### src/rtl/color_scan_ctrl.sv
// color_scan_ctrl: runs one color scan of a frequency-output color sensor.
// Each of the four filters (red, blue, clear, green) gets a settle window
// followed by a gate window. Sensor rising edges seen during the gate window
// are counted, and the four counts are published together when the scan ends.
//
// Ports:
//   clk, rst_n          system clock, asynchronous active-low reset
//   sensor              asynchronous sensor frequency output
//   start               scan request, sampled only while idle
//   cont                rescan automatically after each result
//   abort               cancel a scan in progress
//   scale               frequency-scaling code, latched when a scan begins
//   s_scale             sensor S0,S1 (00 = powered down while idle)
//   s_filt              sensor S2,S3 filter select
//   busy                scan in progress
//   valid               one-cycle pulse when cnt_* are updated
//   cnt_r/b/c/g         per-filter edge counts from the last completed scan
module color_scan_ctrl #(
   parameter int unsigned CNT_W         = 16,
   parameter int unsigned SETTLE_CYCLES = 5000,
   parameter int unsigned GATE_CYCLES   = 100000
) (
   input  logic             clk,
   input  logic             rst_n,
   input  logic             sensor,
   input  logic             start,
   input  logic             cont,
   input  logic             abort,
   input  logic [1:0]       scale,
   output logic [1:0]       s_scale,
   output logic [1:0]       s_filt,
   output logic             busy,
   output logic             valid,
   output logic [CNT_W-1:0] cnt_r,
   output logic [CNT_W-1:0] cnt_b,
   output logic [CNT_W-1:0] cnt_c,
   output logic [CNT_W-1:0] cnt_g
);

   localparam int unsigned TMR_MAX = (SETTLE_CYCLES > GATE_CYCLES) ? SETTLE_CYCLES : GATE_CYCLES;
   localparam int unsigned TMR_W   = (TMR_MAX > 1) ? $clog2(TMR_MAX) : 1;

   localparam logic [1:0] ST_IDLE   = 2'b00;
   localparam logic [1:0] ST_SETTLE = 2'b01;
   localparam logic [1:0] ST_GATE   = 2'b10;
   localparam logic [1:0] ST_DONE   = 2'b11;

   logic [1:0]            r_state,  w_state_nxt;
   logic [TMR_W-1:0]      r_tmr,    w_tmr_nxt;
   logic [1:0]            r_filt,   w_filt_nxt;
   logic [1:0]            r_s_scale, w_scale_nxt;
   logic                  r_busy,   w_busy_nxt;
   logic                  r_valid,  w_valid_nxt;
   logic [CNT_W-1:0]      r_work,   w_work_nxt;
   logic [3:0][CNT_W-1:0] r_shadow, w_shadow_nxt;
   logic [3:0][CNT_W-1:0] r_cnt,    w_cnt_nxt;
   logic                  r_sync1, r_sync2, r_sync_d;
   logic                  w_det;
   logic [CNT_W-1:0]      w_work_inc;
   logic                  w_launch;
   logic                  w_to_idle;

   // One detect pulse per synchronized rising edge
   assign w_det = r_sync2 & ~r_sync_d;

   // Working count plus this cycle's edge, held at all-ones instead of wrapping
   assign w_work_inc = (w_det && (r_work != '1)) ? r_work + CNT_W'(1) : r_work;

   // State and datapath registers
   always_ff @(posedge clk or negedge rst_n) begin
      if (!rst_n) begin
         r_state   <= ST_IDLE;
         r_tmr     <= '0;
         r_filt    <= 2'b00;
         r_s_scale <= 2'b00;
         r_busy    <= 1'b0;
         r_valid   <= 1'b0;
         r_work    <= '0;
         r_shadow  <= '0;
         r_cnt     <= '0;
         r_sync1   <= 1'b0;
         r_sync2   <= 1'b0;
         r_sync_d  <= 1'b0;
      end else begin
         r_state   <= w_state_nxt;
         r_tmr     <= w_tmr_nxt;
         r_filt    <= w_filt_nxt;
         r_s_scale <= w_scale_nxt;
         r_busy    <= w_busy_nxt;
         r_valid   <= w_valid_nxt;
         r_work    <= w_work_nxt;
         r_shadow  <= w_shadow_nxt;
         r_cnt     <= w_cnt_nxt;
         r_sync1   <= sensor;
         r_sync2   <= r_sync1;
         r_sync_d  <= r_sync2;
      end
   end

   // Next-state and next-output logic
   always_comb begin
      w_state_nxt  = r_state;
      w_tmr_nxt    = r_tmr;
      w_filt_nxt   = r_filt;
      w_scale_nxt  = r_s_scale;
      w_work_nxt   = r_work;
      w_shadow_nxt = r_shadow;
      w_cnt_nxt    = r_cnt;
      w_valid_nxt  = 1'b0;
      w_launch     = 1'b0;
      w_to_idle    = 1'b0;

      case (r_state)
         ST_IDLE: begin
            w_launch = start && !abort;
         end
         ST_SETTLE: begin
            if (abort) begin
               w_to_idle    = 1'b1;
               w_shadow_nxt = '0;
            end else if (r_tmr == TMR_W'(SETTLE_CYCLES - 1)) begin
               w_state_nxt = ST_GATE;
               w_tmr_nxt   = '0;
            end else begin
               w_tmr_nxt = r_tmr + TMR_W'(1);
            end
         end
         ST_GATE: begin
            if (abort) begin
               w_to_idle    = 1'b1;
               w_shadow_nxt = '0;
            end else if (r_tmr == TMR_W'(GATE_CYCLES - 1)) begin
               // Last gate cycle: its own edge is folded into the stored count
               w_shadow_nxt[r_filt] = w_work_inc;
               w_work_nxt           = '0;
               w_tmr_nxt            = '0;
               if (r_filt == 2'b11) begin
                  w_state_nxt = ST_DONE;
               end else begin
                  w_filt_nxt  = r_filt + 2'd1;
                  w_state_nxt = ST_SETTLE;
               end
            end else begin
               w_work_nxt = w_work_inc;
               w_tmr_nxt  = r_tmr + TMR_W'(1);
            end
         end
         ST_DONE: begin
            // Results publish even when abort arrives here; abort only blocks the rescan
            w_valid_nxt = 1'b1;
            w_cnt_nxt   = r_shadow;
            if (cont && !abort) begin
               w_launch = 1'b1;
            end else begin
               w_to_idle = 1'b1;
            end
         end
         default: begin
            w_to_idle = 1'b1;
         end
      endcase

      if (w_launch) begin
         w_state_nxt = ST_SETTLE;
         w_scale_nxt = scale;
         w_filt_nxt  = 2'b00;
         w_work_nxt  = '0;
         w_tmr_nxt   = '0;
      end

      if (w_to_idle) begin
         w_state_nxt = ST_IDLE;
         w_scale_nxt = 2'b00;
         w_filt_nxt  = 2'b00;
         w_work_nxt  = '0;
         w_tmr_nxt   = '0;
      end

      w_busy_nxt = (w_state_nxt != ST_IDLE);
   end

   assign s_scale = r_s_scale;
   assign s_filt  = r_filt;
   assign busy    = r_busy;
   assign valid   = r_valid;
   assign cnt_r   = r_cnt[0];
   assign cnt_b   = r_cnt[1];
   assign cnt_c   = r_cnt[2];
   assign cnt_g   = r_cnt[3];

endmodule

### config.mk
export PLATFORM = sky130hd
export DESIGN_NAME = color_scan_ctrl
export DESIGN_NICKNAME = d
export VERILOG_FILES = /design/src/rtl/color_scan_ctrl.sv
export SDC_FILE = /design/constraint.sdc
export NUM_CORES = 1
export LEC_CHECK = 0
export BUFFER_PORTS_ARGS = -buffer_cell sky130_fd_sc_hd__buf_2
export CAP_MARGIN = 10
export CORE_ASPECT_RATIO = 0.9
export CORE_MARGIN = 2
export CORE_UTILIZATION = 35
export DETAILED_ROUTE_END_ITERATION = 7
export GPL_TIMING_DRIVEN = 0
export PLACE_DENSITY_LB_ADDON = 0.05
export SETUP_SLACK_MARGIN = 0.5
export SYNTH_ARGS = -nofsm -noshare
export SYNTH_HDL_FRONTEND = slang
export SYNTH_SLANG_ARGS = --single-unit
### constraint.sdc
create_clock -name clk -period 3.1 [get_ports clk]
set_input_delay 0.155 -clock clk [delete_from_list [all_inputs] [get_ports clk]]
set_output_delay 0.155 -clock clk [all_outputs]
set_load 0.01 [all_outputs]
==> flow_metrics.env, run 1 <==
export IMPL_status="finished clean"
export IMPL_ant_nets=0
export IMPL_combPwrFrac_pct=26.3
export IMPL_p_per_area_nw_per_um2=676.3
export IMPL_final_layout_size_suffix_gt1_share_pct=33.98
export IMPL_initial_utilization_pct=36.04
export IMPL_die_area_um2=22770
export IMPL_synth_cell_types=60
export IMPL_yosys_area_share_simple_pct=10.37
export IMPL_max_freq_ghz=0.4018
export IMPL_finalPower_mw=6.345
export IMPL_max_clock_path_buffers=2
export IMPL_root_buffer="clkbuf_16"
export IMPL_maxSlewViolCount=0
export IMPL_yosysSeqAreaShare_pct=56.99
export IMPL_required_ps=3460
export IMPL_seq_power_share_pct=38.2
export IMPL_switchingPower_mw=2.143
export IMPL_die_width_um=158.8
export IMPL_grt_start_max_net_pins=91
export IMPL_tns_ps=0
export IMPL_pwr_share_clk_pct=35.5
export IMPL_clk_pin_slew_worst_paths_ps=70
export IMPL_leakage_nw=4.313
export IMPL_min_path_type="in2reg"
export IMPL_rows=50
export IMPL_first_global_vias=5409
export IMPL_rsz0062_at_grt="yes"
export IMPL_antennaDiodeCount=0
export IMPL_switching_share_pct=33.77
export IMPL_synth_cell_area_um2=7552
export IMPL_peakVddDrop_mv=0.2478
export IMPL_layoutNonFillerInstCount=1013
export IMPL_synthMuxAreaShare_pct=10.60
export IMPL_detailed_place_area_um2=8333
export IMPL_antenna_found_initial=0
export IMPL_finalHoldViolations=0
export IMPL_cts_max_level=4
export IMPL_cap_violations=0
export IMPL_core_area_um2=20960
export IMPL_drcViolationCount=0
export IMPL_final_area_um2=9382
export IMPL_vias=5270
export IMPL_cts_sinks=172
export IMPL_p_int_mw=4.202
export IMPL_worst_pin_slew_ps=1029
export IMPL_drtPass1Iterations=4
export IMPL_die_h_um=143.4
export IMPL_synth_compound_area_share_pct=15.31
export IMPL_syn_num_nets=616
export IMPL_setup_viol=0
export IMPL_track_usage_pct=17.95
export IMPL_final_cell_mix="dfrtp_1, buf_2, o2bb2ai_1, mux2_2, nor2_1"
export IMPL_cp_start_kind="flip-flop"
export IMPL_ys_flop_type="dfrtp_1"
export IMPL_wl_per_cell_um=19.43
export IMPL_yosysWarnings=0
export IMPL_place_inst=961
export IMPL_ys_ff_latch=172
export IMPL_portBuffers=77
export IMPL_max_slew_margin_pct=29.41
export IMPL_ios=78
export IMPL_gp_congestion=0.8495
export IMPL_drt_wl_total_um=19680
export IMPL_area_growth_pct=24.22
export IMPL_synth_top_family_by_area="compound AO/OA/AOI/OAI gates"
export IMPL_final_common_cell="dfrtp_1"
export IMPL_end_kind="flip-flop"
export IMPL_path_class="reg2reg"
export IMPL_synth_xor_xnor_area_share_pct=2.319
export IMPL_syn_avg_cell_area_um2=12.65
export IMPL_viasPerCell=5.202
export IMPL_fin_skew_ps=13.14
export IMPL_grt_overflow_total=0
export IMPL_drtIter0Drc=299
export IMPL_yosys_area_share_adder_pct=1.822
export IMPL_synth_edf_count=0
export IMPL_min_period_ps=2489
export IMPL_numCtsBuffers=17
export IMPL_finalCritPeriodShare_pct=80.29
export IMPL_hpwl_um=13400
export IMPL_crit_arrival_ps=2840
export IMPL_cts_tree="done"
export IMPL_synth_async_reset_ratio_pct=100.0
export IMPL_fin_nets=733
export IMPL_clkLatencyLatePin_ps=440
export IMPL_path_max_fanout=10
export IMPL_grt_pass1_wl_um=31410
export IMPL_syn_inst=597
## power by group through the flow
stage / Sequential (mW) / Combinational [mW] / Clock (mW)
final: 2.42 / 1.67 / 2.25
after global routing: 2.44 / 1.83 / 2.40
after CTS: 2.41 / 1.59 / 2.30
after detailed placement: 2.45 / 1.33 / 0
after global placement: 2.45 / 1.30 / 0
after floorplan: 2.44 / 0.887 / 0
## final timing paths
| check | slack, ps | end | startpoint | cells past startpoint |
|---|---|---|---|---|
| setup / recovery | 610 | r_work[4] | r_state[1] | 9 |
| hold / removal | 230 | r_state[0] | cont | 4 |
| setup reg to reg | 610 | r_work[4] | r_state[1] | 9 |
| hold reg to reg | 400 | r_sync_d | r_sync2 | 0 |
| max in group asynchronous | 1960 | r_shadow[26] | rst_n | 3 |
| min in group asynchronous | 280 | r_tmr[1] | rst_n | 2 |
## flip-flops by register name, indices dropped and copies added (netlist names), 16 cells and up
signal	count
cnt_b	16
cnt_c	16
cnt_g	16
cnt_r	16
r_shadow	64
r_tmr	17
r_work	16
## layout make-up
class / instances / area, um^2
Timing Repair Buffer: 98 / 590.6
Inverter: 9 / 33.78
Clock inverter: 15 / 190.2
Clock buffer: 17 / 425.4
Multi-Input combinational cell: 385 / 3266
Tap cell: 286 / 357.8
Fill cell: 1938 / 11580
Buffer: 31 / 211.5
Sequential cell: 172 / 4307
## layer usage
metal | vias up | wire, um | GRT usage, % | part of all wire, %
met1 | 2616 | 9834 | 25.65 | 50
met5 | - | 0 | 0 | 0
met3 | 22 | 1028 | 4.358 | 5.2
met2 | 142 | 8493 | 26.50 | 43
li1 | 2490 | - | - | -
met4 | 0 | 323 | 6.712 | 1.6
## metrics by stage
| step | hold slack, ps | util [%] | setup slack [ps] |
|---|---|---|---|
| CTS | 207.3 | 44.15 | 470.0 |
| global placement | 268.0 | 39.58 | -812.9 |
| detailed placement | 189.5 | 39.76 | -97.62 |
| finish | 225.4 | 44.76 | 610.9 |
| global route | 241.8 | 44.76 | 472.0 |
| floorplan | -140.6 | - | 556.9 |
## synthesized netlist by cell type (4+ instances only)
| master | number | area [um^2] |
|---|---|---|
| and3_1 | 7 | 43.79 |
| buf_2 | 6 | 30.03 |
| a31oi_1 | 5 | 31.28 |
| dfrtp_1 | 172 | 4304 |
| o2bb2ai_1 | 67 | 586.8 |
| a21o_1 | 6 | 45.04 |
| nand2b_1 | 8 | 50.05 |
| nand3_1 | 16 | 80.08 |
| a21oi_1 | 11 | 55.05 |
| clkbuf_1 | 18 | 67.56 |
| nor3_1 | 5 | 25.02 |
| ha_1 | 11 | 137.6 |
| inv_1 | 9 | 33.78 |
| nand2_1 | 25 | 93.84 |
| nand4_1 | 6 | 37.54 |
| o21ai_0 | 7 | 35.03 |
| a211o_1 | 6 | 52.55 |
| and2_1 | 6 | 37.54 |
| nor2_1 | 26 | 97.59 |
| a41oi_1 | 5 | 43.79 |
| mux2_2 | 64 | 720.7 |
| xnor2_1 | 12 | 105.1 |
| xor2_1 | 8 | 70.07 |
| buf_6 | 5 | 56.30 |
| or2_2 | 6 | 37.54 |
| and4_1 | 4 | 35.03 |
| or4_1 | 4 | 30.03 |
| mux2i_1 | 8 | 80.08 |
| a211oi_1 | 6 | 45.04 |
| o22a_1 | 4 | 35.03 |
| nand2_2 | 4 | 25.02 |
| nor4_1 | 5 | 31.28 |
## worst max-delay path, cell delays in order (launching register included)
cell	delay, ps
dfrtp_2	440
inv_2	80
ha_1	220
buf_4	180
o21ai_0	200
a21o_1	320
clkbuf_2	360
nand3_2	290
o211ai_1	170
nor2b_1	160
## cells by family after synthesis
logic type / Yosys count
adder cells (fa/ha/maj): 11
AO/OA/AOI/OAI: 143
flip-flops: 172
AND/OR/NAND/NOR: 139
multiplexers: 72
XOR/XNOR: 20
buffers and inverters: 40
## repair_timing
action                                 in CTS  in global routing
hold buffers                                4                  0
pin swaps                                   5                  3
setup buffers                              12                  3
cloned                                      0                  1
setup endpoints to repair                  94                 85
endpoints found under the hold margin      85                  0
gates resized for setup                    40                 27
Power figures use the tool's default switching activity.
==> run 2, diff against run 1 <==
==> constraint.sdc (replaced) <==
create_clock -name clk -period 2.5 [get_ports clk]
set_input_delay 0.125 -clock clk [delete_from_list [all_inputs] [get_ports clk]]
set_output_delay 0.125 -clock clk [all_outputs]
set_load 0.01 [all_outputs]
==> run 2 against run 1 <==
  * Sequential power rose by 23%
  * Non-clock buffer count rose by 55
  * Critical path type unchanged
  * Routed wire length rose by 8.0%
  * Worst hold slack got worse by 23 ps
  * Sequential share of layout area fell by 6.8 points
  * Total power rose by 39%
  * Utilization rose by 7.9 points
  * Setup slack got worse by 360 ps
  * Clock power rose by 23%
  * Register-to-register slack got worse by 360 ps
  * Clock-buffer cell count did not move
==> flow_metrics.env, run 2 (synthesis gave the netlist of run 1 again) <==
export IMPL_final_common_cell="dfrtp_1"
export IMPL_drtPass1Iterations=4
export IMPL_ant_nets=0
export IMPL_met1Wirelength_um=10010
export IMPL_fin_skew_ps=13.03
export IMPL_finalCritPeriodShare_pct=89.94
export IMPL_worstPathCellList="inv_2 > ha_4 > clkbuf_16 > or2_4 > or2_4 > clkbuf_16 > o2111a_2 > buf_8 > and2_4 > o22a_1"
export IMPL_pre_cts_ws_ps=-283.9
export IMPL_cp_start_kind="flip-flop"
export IMPL_final_layout_size_suffix_gt1_share_pct=52.94
export IMPL_gp_congestion=0.8662
export IMPL_leakage_nw=4.853
export IMPL_area_growth_pct=46.11
export IMPL_largest_register_ffs=64
export IMPL_layoutNonFillerInstCount=1068
export IMPL_drt_wl_total_um=21250
export IMPL_status="finished clean"
export IMPL_reg_top3="r_shadow (64), r_tmr (17)"
export IMPL_initial_utilization_pct=36.04
export IMPL_min_period_ps=2249
export IMPL_fin_nets=788
export IMPL_pwr_share_clk_pct=31.4
export IMPL_ios=78
export IMPL_p_per_area_nw_per_um2=796.9
export IMPL_min_path_type="in2reg"
export IMPL_hpwl_um=13300
export IMPL_max_stage_delay_ps=420
export IMPL_p_int_mw=5.797
export IMPL_wl_met3_um=921
export IMPL_wl_met2_um=10030
export IMPL_max_slew_margin_pct=52.10
export IMPL_switching_share_pct=34.08
export IMPL_rows=50
export IMPL_grt_start_max_net_pins=92
export IMPL_portBuffers=77
export IMPL_path_max_fanout=6
export IMPL_antenna_found_initial=0
export IMPL_top_layer="met4"
export IMPL_cp_top_family="simple AND/OR/NAND/NOR gates"
export IMPL_place_inst=961
export IMPL_path_class="reg2reg"
export IMPL_cts_max_level=4
export IMPL_die_h_um=143.4
export IMPL_die_area_um2=22770
export IMPL_core_area_um2=20960
export IMPL_numCtsBuffers=17
export IMPL_crit_arrival_ps=2560
export IMPL_max_clock_path_buffers=2
export IMPL_rsz0062_at_grt="yes"
export IMPL_cts_tree="done"
export IMPL_combPwrFrac_pct=34.7
export IMPL_viasPerCell=5.238
export IMPL_root_buffer="clkbuf_16"
export IMPL_final_cell_mix="dfrtp_1, buf_2, mux2_2, buf_4, o2bb2ai_2"
export IMPL_maxSlewViolCount=0
export IMPL_clk_pin_slew_worst_paths_ps=70
export IMPL_switchingPower_mw=2.997
export IMPL_cts_sinks=172
export IMPL_required_ps=2810
export IMPL_cap_violations=0
export IMPL_vias=5594
export IMPL_worst_pin_slew_ps=704.6
export IMPL_clkLatencyLatePin_ps=430
export IMPL_setup_viol=0
export IMPL_crit_slowest_cell="dfrtp_1"
export IMPL_max_freq_ghz=0.4447
export IMPL_antennaDiodeCount=0
export IMPL_peakVddDrop_mv=0.3685
export IMPL_drtIter0Drc=294
export IMPL_end_kind="flip-flop"
export IMPL_seq_power_share_pct=33.9
export IMPL_critPathBufInv=4
export IMPL_die_width_um=158.8
export IMPL_first_global_vias=5782
export IMPL_track_usage_pct=18.81
export IMPL_wl_per_cell_um=19.90
export IMPL_grt_overflow_total=0
export IMPL_grt_pass1_wl_um=32960
export IMPL_largest_register="r_shadow"
export IMPL_finalHoldViolations=0
export IMPL_drcViolationCount=0
export IMPL_finalWorstSetupSlack_ps=251.4
[run 2: cell types whose count changed in the layout (fill, tap and decap cells not counted), moves of 8 or more]
cell,before,now
o2bb2ai_1,67,17
o2bb2ai_2,2,40
buf_6,12,25
buf_4,18,43
buf_12,0,8
o2bb2ai_4,0,12
clkbuf_1,12,3
[run 2: repair_timing]
action | in CTS | in global routing
hold endpoints to repair | 84 | 0
hold buffers | 4 | 0
resized for setup | 130 | 73
gates cloned | 5 | 5
endpoints found under the setup margin | 166 | 116
buffers inserted | 35 | 26
pin swaps | 27 | 23
[run 2: power by group through the flow]
stage | Combinational, mW | Clock, mW | Sequential (mW)
floorplan | 1.39 | 0 | 3.04
global placement | 1.93 | 0 | 3.05
detailed placement | 1.98 | 0 | 3.05
CTS | 2.69 | 2.83 | 2.98
global route | 3.26 | 2.98 | 2.99
finish | 3.05 | 2.76 | 2.98
[run 2: area by class of cell]
type                       count  area, um^2
multi-input combinational    385        4161
clock buffer                  17       425.4
fill                        1768        9923
clock inverter                15       193.9
buffer                        31       339.1
tap                          286       357.8
timing repair buffer         153        1207
sequential                   172        4315
inverter                       9       33.78
[run 2: final timing paths]
path	startpoint	end	slack [ps]	cells past startpoint
max	r_state[0]	r_work[11]	250	10
min	cont	s_scale[0]	200	4
max reg2reg	r_state[0]	r_work[11]	250	10
min reg2reg	r_sync1	r_sync2	360	0
max in group asynchronous	rst_n	r_work[13]	1350	3
min in group asynchronous	rst_n	s_scale[0]	270	2
[run 2: per-stage QoR]
step | utilization [%] | TNS [ps] | power, mW | hold WS, ps | cell area [um^2]
detailed placement | 41.16 | -5796 | 5.030 | 148.2 | 8627
global placement | 40.99 | -236350 | 4.976 | 246.2 | 8589
CTS | 49.06 | 0 | 8.504 | 148.2 | 10280
global route | 52.65 | 0 | 9.229 | 229.4 | 11030
finish | 52.65 | 0 | 8.793 | 202.3 | 11030
floorplan | - | 0 | 4.437 | -170.6 | 7846
[run 2: layer usage]
layer,vias to the layer above,GRT usage (%)
li1,2584,-
met1,2872,26.00
met2,118,30.09
met3,20,4.012
met4,0,5.408
met5,-,0
[run 2: tightest hold or removal path, stage by stage]
cell      delay [ps]
buf_2             90
nand2b_1         140
a21oi_1          130
nor2_1           100
